[config.mk]
export PLATFORM = sky130hd
export DESIGN_NAME = rv32_mem_arbiter
export DESIGN_NICKNAME = d
export VERILOG_FILES = /design/src/rtl/rv32_mem_arbiter_pkg.sv /design/src/rtl/rv32_mem_arbiter_pick.sv /design/src/rtl/rv32_mem_arbiter.sv
export SDC_FILE = /design/constraint.sdc
export NUM_CORES = 1
export LEC_CHECK = 0
export CAP_MARGIN = 20
export CORE_AREA = 2 2 104 106
export DETAILED_ROUTE_END_ITERATION = 7
export DIE_AREA = 0 0 106 108
export GPL_ROUTABILITY_DRIVEN = 1
export HOLD_SLACK_MARGIN = 0.05
export PLACE_DENSITY = 0.85
export SYNTH_ARGS = -nofsm -noshare
export SYNTH_HDL_FRONTEND = slang
export SYNTH_SLANG_ARGS = --single-unit
[constraint.sdc]
create_clock -name clk_i -period 5.7 [get_ports clk_i]
set_clock_uncertainty 0.05 [all_clocks]
set_input_delay 1.71 -clock clk_i [delete_from_list [all_inputs] [get_ports clk_i]]
set_output_delay 1.71 -clock clk_i [all_outputs]
set_load 0.005 [all_outputs]
[src/rtl/rv32_mem_arbiter_pkg.sv]
// Shared definitions for the rv32 instruction/data memory arbiter.
//  - arb_state_e : arbiter sequencing states (IDLE -> ISSUE -> WAIT)
//  - owner_e     : which requester owns the transaction in flight
//  - cnt_width() : width of a counter that must hold 0..max_val (never 0 bits)
package rv32_mem_arbiter_pkg;

    typedef enum logic [1:0] {
        ST_IDLE  = 2'd0,
        ST_ISSUE = 2'd1,
        ST_WAIT  = 2'd2
    } arb_state_e;

    typedef enum logic [1:0] {
        OWN_NONE = 2'd0,
        OWN_IF   = 2'd1,
        OWN_D    = 2'd2
    } owner_e;

    function automatic int unsigned cnt_width(input int unsigned max_val);
        int unsigned w;
        w = $clog2(max_val + 32'd1);
        return (w == 32'd0) ? 32'd1 : w;
    endfunction

endpackage

[src/rtl/rv32_mem_arbiter_pick.sv]
// Combinational arbitration between fetch and data requests.
// Data wins by default; fetch wins when data is idle or when the starvation
// counter has reached STARVE_MAX.
// Ports:
//  if_req_i     fetch request
//  d_req_i      data request
//  starve_cnt_i consecutive data wins while fetch was waiting
//  pick_if_o    fetch selected
//  pick_d_o     data selected (never together with pick_if_o)
module rv32_arb_pick #(
    parameter int STARVE_MAX = 4,
    parameter int CW         = 3
) (
    input  logic          if_req_i,
    input  logic          d_req_i,
    input  logic [CW-1:0] starve_cnt_i,
    output logic          pick_if_o,
    output logic          pick_d_o
);

    localparam logic [CW-1:0] STARVE_LIM = CW'(STARVE_MAX);

    logic starved;

    assign starved   = (starve_cnt_i == STARVE_LIM);
    assign pick_if_o = if_req_i & (~d_req_i | starved);
    assign pick_d_o  = d_req_i & ~pick_if_o;

endmodule

[src/rtl/rv32_mem_arbiter.sv]
// Arbiter sharing one single-port memory between the rv32 fetch port and
// load/store port. One transaction at a time, sequenced grant -> issue ->
// (read wait). Grants are combinational in IDLE; all mem_* outputs are
// registered.
// Ports:
//  clk_i, reset_i                 clock, synchronous active-high reset
//  if_req_i/if_addr_i             fetch request and address
//  if_gnt_o/if_rvalid_o/if_rdata_o fetch grant, read-data strobe and data
//  d_req_i/d_we_i/d_addr_i/d_wdata_i data request, store flag, address, data
//  d_gnt_o/d_rvalid_o/d_rdata_o   data grant, load-data strobe and data
//  mem_addr_o/mem_rd_o/mem_wr_o/mem_wdata_o/mem_rdata_i  memory side
module rv32_mem_arbiter
    import rv32_mem_arbiter_pkg::*;
#(
    parameter int AW         = 32,
    parameter int DW         = 32,
    parameter int MEM_LAT    = 1,
    parameter int STARVE_MAX = 4
) (
    input  logic          clk_i,
    input  logic          reset_i,
    input  logic          if_req_i,
    input  logic [AW-1:0] if_addr_i,
    output logic          if_gnt_o,
    output logic          if_rvalid_o,
    output logic [DW-1:0] if_rdata_o,
    input  logic          d_req_i,
    input  logic          d_we_i,
    input  logic [AW-1:0] d_addr_i,
    input  logic [DW-1:0] d_wdata_i,
    output logic          d_gnt_o,
    output logic          d_rvalid_o,
    output logic [DW-1:0] d_rdata_o,
    output logic [AW-1:0] mem_addr_o,
    output logic          mem_rd_o,
    output logic          mem_wr_o,
    output logic [DW-1:0] mem_wdata_o,
    input  logic [DW-1:0] mem_rdata_i
);

    localparam int CW = int'(cnt_width(STARVE_MAX));
    localparam int LW = int'(cnt_width(MEM_LAT - 1));
    localparam logic [CW-1:0] STARVE_LIM = CW'(STARVE_MAX);
    // WAIT lasts MEM_LAT cycles: the counter runs MEM_LAT-1 down to 0.
    localparam logic [LW-1:0] LAT_LAST   = LW'(MEM_LAT - 1);

    arb_state_e    state_q, state_d;
    owner_e        owner_q, owner_d;
    logic          we_q, we_d;
    logic [AW-1:0] mem_addr_q, mem_addr_d;
    logic [DW-1:0] mem_wdata_q, mem_wdata_d;
    logic          mem_rd_q, mem_rd_d;
    logic          mem_wr_q, mem_wr_d;
    logic [CW-1:0] starve_q, starve_d;
    logic [LW-1:0] lat_q, lat_d;

    logic pick_if, pick_d;
    logic gnt_if, gnt_d;
    logic rvalid_if, rvalid_d;

    rv32_arb_pick #(
        .STARVE_MAX (STARVE_MAX),
        .CW         (CW)
    ) u_pick (
        .if_req_i     (if_req_i),
        .d_req_i      (d_req_i),
        .starve_cnt_i (starve_q),
        .pick_if_o    (pick_if),
        .pick_d_o     (pick_d)
    );

    // Next-state, grant and read-valid logic for the transaction sequencer.
    always_comb begin
        state_d     = state_q;
        owner_d     = owner_q;
        we_d        = we_q;
        mem_addr_d  = mem_addr_q;
        mem_wdata_d = mem_wdata_q;
        mem_rd_d    = 1'b0;
        mem_wr_d    = 1'b0;
        starve_d    = starve_q;
        lat_d       = lat_q;
        gnt_if      = 1'b0;
        gnt_d       = 1'b0;
        rvalid_if   = 1'b0;
        rvalid_d    = 1'b0;

        case (state_q)
            ST_IDLE: begin
                if (pick_if) begin
                    gnt_if     = 1'b1;
                    owner_d    = OWN_IF;
                    we_d       = 1'b0;
                    mem_addr_d = if_addr_i;
                    mem_rd_d   = 1'b1;
                    starve_d   = '0;
                    state_d    = ST_ISSUE;
                end else if (pick_d) begin
                    gnt_d       = 1'b1;
                    owner_d     = OWN_D;
                    we_d        = d_we_i;
                    mem_addr_d  = d_addr_i;
                    mem_wdata_d = d_wdata_i;
                    mem_rd_d    = ~d_we_i;
                    mem_wr_d    = d_we_i;
                    // Only data wins that made fetch wait count toward starvation.
                    if (if_req_i && (starve_q != STARVE_LIM)) begin
                        starve_d = starve_q + CW'(1);
                    end else begin
                        starve_d = starve_q;
                    end
                    state_d     = ST_ISSUE;
                end else begin
                    state_d = ST_IDLE;
                end
            end
            ST_ISSUE: begin
                if (we_q) begin
                    owner_d = OWN_NONE;
                    state_d = ST_IDLE;
                end else begin
                    lat_d   = LAT_LAST;
                    state_d = ST_WAIT;
                end
            end
            ST_WAIT: begin
                if (lat_q == '0) begin
                    rvalid_if = (owner_q == OWN_IF);
                    rvalid_d  = (owner_q == OWN_D);
                    owner_d   = OWN_NONE;
                    state_d   = ST_IDLE;
                end else begin
                    lat_d = lat_q - LW'(1);
                end
            end
            default: begin
                owner_d = OWN_NONE;
                state_d = ST_IDLE;
            end
        endcase
    end

    // State, counters and memory-side registers with synchronous reset.
    always_ff @(posedge clk_i) begin
        if (reset_i) begin
            state_q     <= ST_IDLE;
            owner_q     <= OWN_NONE;
            we_q        <= 1'b0;
            mem_addr_q  <= '0;
            mem_wdata_q <= '0;
            mem_rd_q    <= 1'b0;
            mem_wr_q    <= 1'b0;
            starve_q    <= '0;
            lat_q       <= '0;
        end else begin
            state_q     <= state_d;
            owner_q     <= owner_d;
            we_q        <= we_d;
            mem_addr_q  <= mem_addr_d;
            mem_wdata_q <= mem_wdata_d;
            mem_rd_q    <= mem_rd_d;
            mem_wr_q    <= mem_wr_d;
            starve_q    <= starve_d;
            lat_q       <= lat_d;
        end
    end

    // Handshake outputs are suppressed while reset is asserted, so an
    // abandoned read never reports data.
    assign if_gnt_o    = gnt_if & ~reset_i;
    assign d_gnt_o     = gnt_d & ~reset_i;
    assign if_rvalid_o = rvalid_if & ~reset_i;
    assign d_rvalid_o  = rvalid_d & ~reset_i;
    assign if_rdata_o  = mem_rdata_i;
    assign d_rdata_o   = mem_rdata_i;

    assign mem_addr_o  = mem_addr_q;
    assign mem_wdata_o = mem_wdata_q;
    assign mem_rd_o    = mem_rd_q;
    assign mem_wr_o    = mem_wr_q;

endmodule
==> impl_results.md <==
* Status: finished clean
* Die ar. at 11400 sq um
* Peak supply drop at 0.115 mV
* # port buffers at 170
* First-pass GRT wire length at 18700 um
* Grt met3 use at 0.0645
* Area Overhead vs Synth at 36.7%
* Worst reg2reg setup slack at 3.66 ns
* Gate Count Post-Synth at 465
* Vias in the first global route at 3963
* DRT iter0 DRCs at 259
* Postcts setup bufs at 0
* Htree depth at 3
* Internal at 0.958 mW
* # setup viols final at 0
* Min-delay worst type: flip-flop to flip-flop
* Slew headroom at 0.285
* Clk buf depth at 2
* # diodes at 0
* Final hold vios at 0
* Vias per cell at 5.78
* CTS clock-pin slew for the worst setup and hold paths at 0.06 ns
* Commonest non-fill, non-tap cells in the layout: clkdlybuf4s50_1, dfxtp_1, a21oi_1
* Syn. warnings at 0
* Worst reg-to-reg path cell count at 5
* Worst Hold Path EP: mem_wdata_o[15]
* Post-synth EDFFs at 0
* Clock power frac at 0.302
* Final worst-path cycle share at 0.903
* TritonCTS clock tree: done
* ANT nets after route at 0
* Share of layout cells above drive strength 1 at 0.0590
* Drt first pass iters at 5
* Skew-Pair Late Insertion Delay at 0.34 ns
* Worst Tran Pin Value at 1.07 ns
* Wirelength per Cell at 17.6 um
* Crit Path Max Fanout at 10
* Top Ports at 267
* Top_reg_cell synth: dfxtp_1
* Hold depth at 2
* Total track usage at 0.202
* Setup WS post-layout at 0.552 ns
* Data required, critical path at 3.94 ns
* Largest net degree at the start of global routing at 69
* Place WS at 0.571 ns
* Initial antenna violation count at 0
* CTS sink count at 74
* CP max stage cell: clkdlybuf4s50_1
* Post-Syn Area per Cell at 8.27 sq um
* Hold Crit Start: mem_wdata_o[15]
* Peak Freq at 0.194 GHz
* Sequential area share after synthesis at 0.385
* Final min period at 5.15 ns
* PD cells at 250 nW/um^2
* Worst r2r dst: mem_wdata_o[29]
* Total number of vias at 3921
* Fin nets at 673
* Total grt overflow at 0
* Combinational power share at 0.250
* Critical path class: primary input to output pin
* Grt peak-use layer: met2
* Max cap viols at 0
* Critical Path AT at 3.39 ns
* GP Congestion at 0.752
* Synthesized net count at 600
* Total negative slack at 0 ns
* Synthesis-stage register bit count at 74
* CTS root buf: clkbuf_8
* Commonest non-fill, non-tap cell in the layout: clkdlybuf4s50_1
* Startpoint Class: primary input
* Post-CTS Resized at 0
* DP Wirelength at 8040 um
* CP most frequent cell: clkdlybuf4s50_1
* RSZ-0062 raised after global routing: false
* Netlist cell types at 35
* Die Y at 108 um
* Sequential Power Share at 0.449
* Max Slew Vio Count at 0
* Switching Share at 0.272
* Final Util at 0.514
* Number of remaining DRC errors at 0
* GR Util met2 at 0.362
* Detailed Route WL at 11900 um
* Core Footprint at 10200 sq um
* Crit-path max cell delay at 0.64 ns
* Async set-reset flop share out of synthesis at 0
* Post-synthesis cell area at 3840 sq um
* Psw at 0.358 mW
* Row Count at 37
* Chip width at 106 um
* Post-route non-filler standard cell count at 678
* M1 GR Usage at 0.221
* CTS buffer count at 9
* Reg2reg start: starve_q[0]
* Static leakage at 1.74 nW
* Dpl cells at 662
* CP Cell Sequence: clkdlybuf4s50_1, nor3b_4, nand2_1, nor2_1, clkdlybuf4s50_1
* Initial Util at 0.376
* Hold buffers post-CTS at 0
* Crit path capture type: output pin
==> state kept, by name (all words and copies together) (netlist names) <==
name	count
mem_wdata_o	32
starve_q	3
mem_rd_o	1
state_q	2
we_q	1
owner_q	2
mem_addr_o	32
mem_wr_o	1
==> how the worst max path moves through the flow <==
| stage | slack, ns | start | endpoint |
|---|---|---|---|
| 6_report | 0.55 | d_req_i | d_gnt_o |
| 5_1_grt | 0.44 | d_req_i | d_gnt_o |
| 3_5_place_dp | 0.57 | d_req_i | d_gnt_o |
| 3_3_place_gp | 0.63 | d_req_i | if_gnt_o |
| 2_1_floorplan | 1.43 | reset_i | d_gnt_o |
| 4_1_cts | 0.55 | d_req_i | d_gnt_o |
==> metrics by stage <==
stage / cell area [sq um] / hold slack [ns] / power (mW)
after floorplan: 3840 / 0.397 / 0.777
after global placement: 5060 / 0.408 / 0.917
after detailed placement: 5060 / 0.417 / 0.925
after CTS: 5240 / 0.428 / 1.33
after global routing: 5260 / 0.445 / 1.38
final: 5260 / 0.427 / 1.32
==> logic make-up after synthesis <==
| family | synth area share |
|---|---|
| buf+inv | 0.194 |
| simple gates | 0.192 |
| compound gates | 0.222 |
| fa+ha+maj | 0.00651 |
| flops | 0.385 |
==> per-layer routing <==
metal  wire (um)  share of wire
met5           0              0
met4         285          0.024
met1        4490           0.38
met2        5960           0.50
met3        1170          0.098
==> layout make-up <==
type | instances | area, sq um
Inverter | 3 | 11.3
Multi-Input combinational cell | 270 | 1630
Clock inverter | 3 | 40.0
Sequential cell | 74 | 1480
Clock buffer | 12 | 145
Tap cell | 136 | 170
Timing Repair Buffer | 180 | 1780
Fill cell | 926 | 4970
==> cell usage after synthesis (2+ instances only) <==
library cell,instances,area (sq um)
nor4_1,64,400
ha_1,2,25.0
o21ai_0,34,170
buf_6,4,45.0
nor3_1,3,15.0
or3_1,3,18.8
buf_4,65,488
nor2_1,5,18.8
dfxtp_1,74,1480
a21oi_1,68,340
nor3b_1,4,30.0
nand3_1,33,165
clkbuf_1,35,131
nand2_1,6,22.5
inv_1,3,11.3
a2111oi_0,32,280
buf_2,12,60.1
==> critical path, delay by kind of cell <==
family | cells | cell delay, ns
buffers and inverters | 2 | 1.17
and+or+nand+nor | 3 | 0.50
==> power groups by stage <==
| stage | clock network (mW) | logic (mW) | registers [mW] |
|---|---|---|---|
| CTS | 0.410 | 0.326 | 0.590 |
| finish | 0.397 | 0.328 | 0.591 |
| detailed placement | 0 | 0.325 | 0.601 |
| global placement | 0 | 0.317 | 0.600 |
| floorplan | 0 | 0.177 | 0.600 |
| global route | 0.433 | 0.355 | 0.596 |
Power figures use the tool's default switching activity.
